File: src/rtl/fwd_scoreboard.sv
// fwd_scoreboard
// Forwarding and load-use hazard unit for the pipelined CPU. It tracks the
// destination tags of the instruction in EX and of the post-EX pipeline
// registers, compares the ID operands against them, registers a bypass select
// per operand for the instruction entering EX, and raises a combinational
// load-use stall. Stall cycles are counted with a saturating 16-bit counter.
//
// Ports
//   clk            rising-edge clock
//   rst_n          asynchronous active-low reset
//   freeze_i       whole pipeline held: tags, selects and counter hold
//   flush_i        kill the ID instruction (bubble into EX, no stall)
//   id_valid_i     ID holds a valid instruction
//   id_regwrite_i  ID instruction writes id_rd_i
//   id_memread_i   ID instruction is a load
//   id_rd_i        ID destination register
//   id_rs_i        ID source registers, operand j at [j*AW +: AW]
//   id_rs_used_i   operand j is actually read
//   stall_o        load-use stall (hold IF/ID, bubble into EX)
//   fwd_sel_o      per-operand select for the instruction in EX:
//                  0 = register file, k = pipeline register k
//   stall_count_o  saturating stall-cycle count
module fwd_scoreboard #(
  parameter int NUM_SRC    = 2,
  parameter int DEPTH      = 2,
  parameter int AW         = 5,
  parameter int LOAD_STAGE = 2,
  parameter int SW         = $clog2(DEPTH + 1)
) (
  input  logic                    clk,
  input  logic                    rst_n,
  input  logic                    freeze_i,
  input  logic                    flush_i,
  input  logic                    id_valid_i,
  input  logic                    id_regwrite_i,
  input  logic                    id_memread_i,
  input  logic [AW-1:0]           id_rd_i,
  input  logic [NUM_SRC*AW-1:0]   id_rs_i,
  input  logic [NUM_SRC-1:0]      id_rs_used_i,
  output logic                    stall_o,
  output logic [NUM_SRC*SW-1:0]   fwd_sel_o,
  output logic [15:0]             stall_count_o
);

  // Saturating increment for the stall counter.
  function automatic logic [15:0] sat_inc(input logic [15:0] v);
    return (v == 16'hFFFF) ? v : v + 16'd1;
  endfunction

  // Tag entries t[0..DEPTH-1]. The oldest entry t[DEPTH] is not stored: it
  // is never a forwarding source because the register file writes through
  // the WB result, so it could never influence any output.
  logic [DEPTH-1:0]      tag_vld_q, tag_vld_d;
  logic [DEPTH-1:0]      tag_wr_q;
  logic [DEPTH-1:0]      tag_ld_q;
  logic [AW-1:0]         tag_rd_q [DEPTH];

  logic [NUM_SRC*SW-1:0] sel_next;
  logic [NUM_SRC*SW-1:0] fwd_sel_q, fwd_sel_d;
  logic [15:0]           cnt_q, cnt_d;
  logic [NUM_SRC-1:0]    hazard;
  logic                  bubble;

  // ID-stage compare: walk from the oldest forwarding tag to the youngest so
  // that the youngest match overwrites older ones. The hazard flag follows
  // the same overwrite, so an older load behind a younger ALU producer does
  // not stall.
  always_comb begin
    sel_next = '0;
    hazard   = '0;
    for (int j = 0; j < NUM_SRC; j++) begin
      for (int m = DEPTH - 1; m >= 0; m--) begin
        if (tag_vld_q[m] && tag_wr_q[m] && (tag_rd_q[m] != '0) &&
            (tag_rd_q[m] == id_rs_i[j*AW +: AW]) &&
            id_valid_i && id_rs_used_i[j]) begin
          sel_next[j*SW +: SW] = SW'(m + 1);
          hazard[j]            = tag_ld_q[m] && ((m + 1) < LOAD_STAGE);
        end
      end
    end
  end

  assign stall_o = (|hazard) && !flush_i && !freeze_i;
  // A flushed or stalled cycle sends an invalid tag and a zero select into EX.
  assign bubble  = flush_i || stall_o;

  always_comb begin
    tag_vld_d    = '0;
    tag_vld_d[0] = id_valid_i && !bubble;
    for (int k = 1; k < DEPTH; k++) begin
      tag_vld_d[k] = tag_vld_q[k-1];
    end
    fwd_sel_d = bubble ? '0 : sel_next;
    cnt_d     = stall_o ? sat_inc(cnt_q) : cnt_q;
  end

  // ID -> EX boundary: control state with reset, held while frozen.
  always_ff @(posedge clk or negedge rst_n) begin
    if (!rst_n) begin
      tag_vld_q <= '0;
      fwd_sel_q <= '0;
      cnt_q     <= '0;
    end else if (!freeze_i) begin
      tag_vld_q <= tag_vld_d;
      fwd_sel_q <= fwd_sel_d;
      cnt_q     <= cnt_d;
    end
  end

  // Tag payload shifts with the valid bits; contents of invalid entries are
  // don't-care, so the payload carries no reset.
  always_ff @(posedge clk) begin
    if (!freeze_i) begin
      tag_wr_q[0] <= id_regwrite_i;
      tag_ld_q[0] <= id_memread_i;
      tag_rd_q[0] <= id_rd_i;
      for (int k = 1; k < DEPTH; k++) begin
        tag_wr_q[k] <= tag_wr_q[k-1];
        tag_ld_q[k] <= tag_ld_q[k-1];
        tag_rd_q[k] <= tag_rd_q[k-1];
      end
    end
  end

  assign fwd_sel_o     = fwd_sel_q;
  assign stall_count_o = cnt_q;

endmodule

File: config.mk
export PLATFORM = sky130hd
export DESIGN_NAME = fwd_scoreboard
export DESIGN_NICKNAME = d
export VERILOG_FILES = /design/src/rtl/fwd_scoreboard.sv
export SDC_FILE = /design/constraint.sdc
export NUM_CORES = 1
export LEC_CHECK = 0
export ABC_AREA = 1
export BUFFER_PORTS_ARGS = -buffer_cell sky130_fd_sc_hd__clkbuf_2
export CAP_MARGIN = 20
export CELL_PAD_IN_SITES_DETAIL_PLACEMENT = 1
export CELL_PAD_IN_SITES_GLOBAL_PLACEMENT = 2
export CORE_ASPECT_RATIO = 1.5
export CORE_MARGIN = 4
export CORE_UTILIZATION = 33
export DETAILED_ROUTE_END_ITERATION = 8
export PLACE_DENSITY_LB_ADDON = 0.3
export REMOVE_ABC_BUFFERS = 1
export SLEW_MARGIN = 20
export SYNTH_ARGS = -nofsm -noshare
export SYNTH_HDL_FRONTEND = slang
export SYNTH_SLANG_ARGS = --single-unit
File: constraint.sdc
create_clock -name clk -period 3.6 [get_ports clk]
set_clock_uncertainty 0.1 [all_clocks]
set_input_delay 0.36 -clock clk [delete_from_list [all_inputs] [get_ports clk]]
set_output_delay 0.36 -clock clk [all_outputs]
set_load 0.005 [all_outputs]
Word level (Yosys, flattened, before mapping). Memory sizes are Yosys's and may differ from the RTL's. Index checks and enable logic that the tools add are counted.

Bits in writable memories: 10. Output and inout port bits: 21. Bits of input ports: 24. Memories: 1. Word-level logic and storage cells: 49. Register bits after elaboration: 25.

Memory list: tag_rd_q (depth 2, bits a word 5, rd ports 2, clocked after memory_dff 0, write ports 2, line 56) `logic [AW-1:0] tag_rd_q [DEPTH];`.

Add/subtract/negate cells: 1. Eq/ne operators: 5. Bitwise operators: 2. Mux-type cells: 8. Reductions and logical operators: 27.

Operators with widths (count): equality test 5 bit (4); logical AND 1 bit (19); adder 16 x 1 -> 16 bit, second input constant (1); equality test 16 bit, second input constant (1); nonzero test 5 bit (2); 2-to-1 mux 2 bit (4); 2-to-1 mux 4 bit (1); zero test 1 bit (3); 2-to-1 mux 1 bit (3); AND reduction 3 bit (1); inverter 1 bit (2); OR reduction 2 bit (1); logical OR 1 bit (1).

Longest topological paths before layout.
Word-level depth: 12. Depth in mapped cells: 12. Mapped depth without buffers: 12.

Least setup slack after synthesis. OpenSTA, ideal clock, no wires.

Path type: register -> register. Start point: reg cnt_q[1] (netlist: stall_count_o[1]). End point: reg cnt_q[2] (netlist: stall_count_o[2]). Setup slack: 1.947 ns. Buffers on the path: 0. Clock period less this slack: 1.653 ns. Required time: 3.383 ns. Arrival time: 1.436 ns. Cell stages (with the launch flop): 11. Path through: dfrtp_1 > ha_1 > nand3_1 > nor2_2 > inv_1 > nor2_4 > nand3_2 > nand3_4 > inv_4 > nand3b_1 > nand2_1.

Longest elaborated chain between the ends: 3.

Ends and longest elaborated chain: start, declared (line 60) `logic [15:0] cnt_q, cnt_d;`; start signal, assigned (line 106) `cnt_q <= cnt_d;`; branches (longest 3 deep; another with adder 16 x 1 -> 16 bit).

Several ways; the timed one is not identified. A chain may end at the register's enable or synchronous reset.

==> results.ini <==
[status]
status = completed

[place]
placed_cells = 372
hpwl_mm = 4.50
port_buffers = 44
place_congestion = 0.789
dpl_worst_slack_ps = 1560
dpl_cell_area_mm2 = 0.00231

[sta]
slew_viol_final = 0
finalHoldViolCount = 0
fmax_mhz = 438
setup_ws_ps = 1320
holdWs_ps = 145
setup_violations = 0
worst_pin_slew_ps = 598
fin_crit_sh_pct = 63.4
fin_setup_tns_ps = 0
min_period_ps = 2280
max_slew_margin_pct = 60.1
rsz0062_at_grt = false

[routing]
drc = 0
final_antenna_net_count = 0
via_per_inst = 4.84
drt_pre_antenna_iters = 4
drt_wl_total_mm = 5.43
wl_met3_um = 179
dr_total_vias = 1843
dr.max_layer_used = met4
post_drt_wl_per_cell_um = 14.2
met1_length_mm = 1.99
first_iter_violations = 57
route.met2.wl_mm = 3.14

[global_route]
grt-ovfl-total = 0
grt_pass1_vias = 1998
grt_start_max_net_pins = 23
antenna_found_initial = 0
track_usage_pct = 16.0
grt_pass1_wl_mm = 9.06

[cells_and_area]
nets = 333
post-route-util_pct = 41.3
area_delta_synth_final_pct = 20.2
antennaDiodeCount = 0
fin_area_mm2 = 0.00241
final.fill_count = 750
drive_gt1_share_pct = 21.7
mostFrequentLayoutCells = nand2_1, clkbuf_2, inv_1
mostFrequentLayoutCell = nand2_1
layout.cells.non_filler = 381

[power_and_ir_drop]
pwr-share-clk_pct = 36.9
ir_worst_vdd_mv = 0.242
power_switching_mw = 0.211
power.share.combinational_pct = 9.6
p_leak_nw = 1.18
power.total_mw = 0.825
power_density_mw_per_mm2 = 343
internal_power_mw = 0.614
p_sw_share_pct = 25.6
power_frac_seq_pct = 53.5

[synthesis]
syn-instance-count = 257
ys_seq_area_share_pct = 47.0
ys_seq_elements = 35
synth-compound-area-share_pct = 6.56
ys.warnings.count = 0
yosysUniqueCellTypes = 30
synth-xor-area-share_pct = 3.50
synth_top_family_by_area = simple AND/OR/NAND/NOR gates
synth_fa_ha_area_share_pct = 0.625
syn_area_mm2 = 0.00200
synth_simple_gate_area_share_pct = 33.8
synthMuxAreaShare_pct = 0
syn_area_per_cell_um2 = 7.79

[cts]
cts-resized-gates = 0
cts_inserted_buffers = 5
cts.sinks = 35
clk_latency_ps = 290
cts_root_buf = clkbuf_8
clk_pin_slew_ps = 70
hold_buffers = 1
cts_tree = done
post-cts-setup-buffers = 0
clockBufferDepth = 2
cts_max_level = 2

[critical_path]
worst_setup_path_start_kind = register
worstSetupStartpoint = tag_rd_q[0][3]
reg2reg_setup_slack_ps = 1690
worst_r2r_path_depth = 9
critical_path_class = register to primary output
rr_startpoint = tag_rd_q[0][3]
cp.arrival_ps = 1820
rr_endpoint = stall_count_o[13]
worstSetupEndpointType = primary output
path_max_fanout = 7
critPathRequiredTime_ps = 3140

[hold_path]
hp-class = primary input to register
hold_start = id_rd_i[0]
holdPathEnd = tag_rd_q[0][0]
min_delay_path_depth = 1

[die]
pin_count = 45
die_w_um = 71.6
num_rows = 34
core_mm2 = 0.00583
die-area_mm2 = 0.00741
dieHeight_um = 103
initial_utilization_pct = 34.4

[flow_run]
cap_violations = 0

-- flip-flops by register name (all words and copies together), names as in the netlist --
name	cells
stall_count_o	16
tag_wr_q	2
tag_vld_q	2
tag_ld_q	1
fwd_sel_o	4
tag_rd_q	10
-- final cells by class --
cell class / count / area, um2 / share of cell area (%)
sequential: 35 / 941 / 39.1
clock inverter: 1 / 5.00 / 0.208
clock buffer: 7 / 86.3 / 3.59
multi-input combinational: 178 / 891 / 37.0
inverter: 43 / 164 / 6.81
tap: 72 / 90.1 / 3.74
timing repair buffer: 45 / 230 / 9.56
-- critical path, cell delays in order, from the launching register on --
cell and delay [ps]:
edfxtp_1 420, inv_2 80, a21oi_1 190, nand2_1 70, nor2_1 110, nand3_1 140, nand2_2 190, nand2_1 120
inv_2 100, clkbuf_2 120
-- power by group through the flow --
stage                     clock network [mW]  logic, mW  registers [mW]
after global placement                     0     0.0792           0.450
after detailed placement                   0     0.0797           0.450
final                                  0.305     0.0789           0.441
after floorplan                            0     0.0415           0.447
after global routing                   0.331     0.0899           0.443
after CTS                              0.315     0.0810           0.442
-- cells in the mapped netlist --
cell type,n,area share [%]
o21ai_0,18,4.5
or2_1,1,0.31
a21oi_2,1,0.44
xnor2_1,1,0.44
nand3_4,1,0.87
nand3_1,16,4.0
nand3b_1,3,1.1
buf_4,1,0.37
o22ai_1,2,0.62
or2_2,1,0.31
nand2_2,2,0.62
nor2_1,27,5.1
xor2_1,7,3.1
nor2_2,3,0.94
and3_1,1,0.31
a21oi_1,3,0.75
inv_2,2,0.37
nand2_1,69,13
inv_1,40,7.5
edfxtp_1,13,19
nand3_2,2,1.0
nor3b_1,1,0.37
nor3_1,6,1.5
inv_4,1,0.31
dfrtp_1,22,27
o21ai_1,1,0.25
nand4_1,8,2.5
ha_1,1,0.62
nor3_4,1,0.81
nor2_4,2,1.1
-- cell families (layout without fill, tap and decap cells) --
| logic type | Yosys count | after routing |
|---|---|---|
| compound gates | 25 | 25 |
| xor+xnor | 8 | 8 |
| fa+ha+maj | 1 | 1 |
| buf+inv | 44 | 96 |
| flops | 35 | 35 |
| simple gates | 144 | 144 |
-- per-layer routing --
layer | up-vias | GRT usage [%]
li1 | 926 | -
met1 | 881 | 15.6
met2 | 29 | 32.8
met3 | 7 | 2.51
met4 | 0 | 6.51
met5 | - | 0
-- worst max-delay path by stage --
stage | to | cells after the start | slack, ps
CTS | stall_o | 10 | 1280
finish | stall_o | 9 | 1320
global route | stall_o | 10 | 1190
global placement | stall_o | 10 | 1570
floorplan | stall_count_o[2] | 10 | 1950
detailed placement | stall_o | 10 | 1560
(Power assumes the default switching activity.)
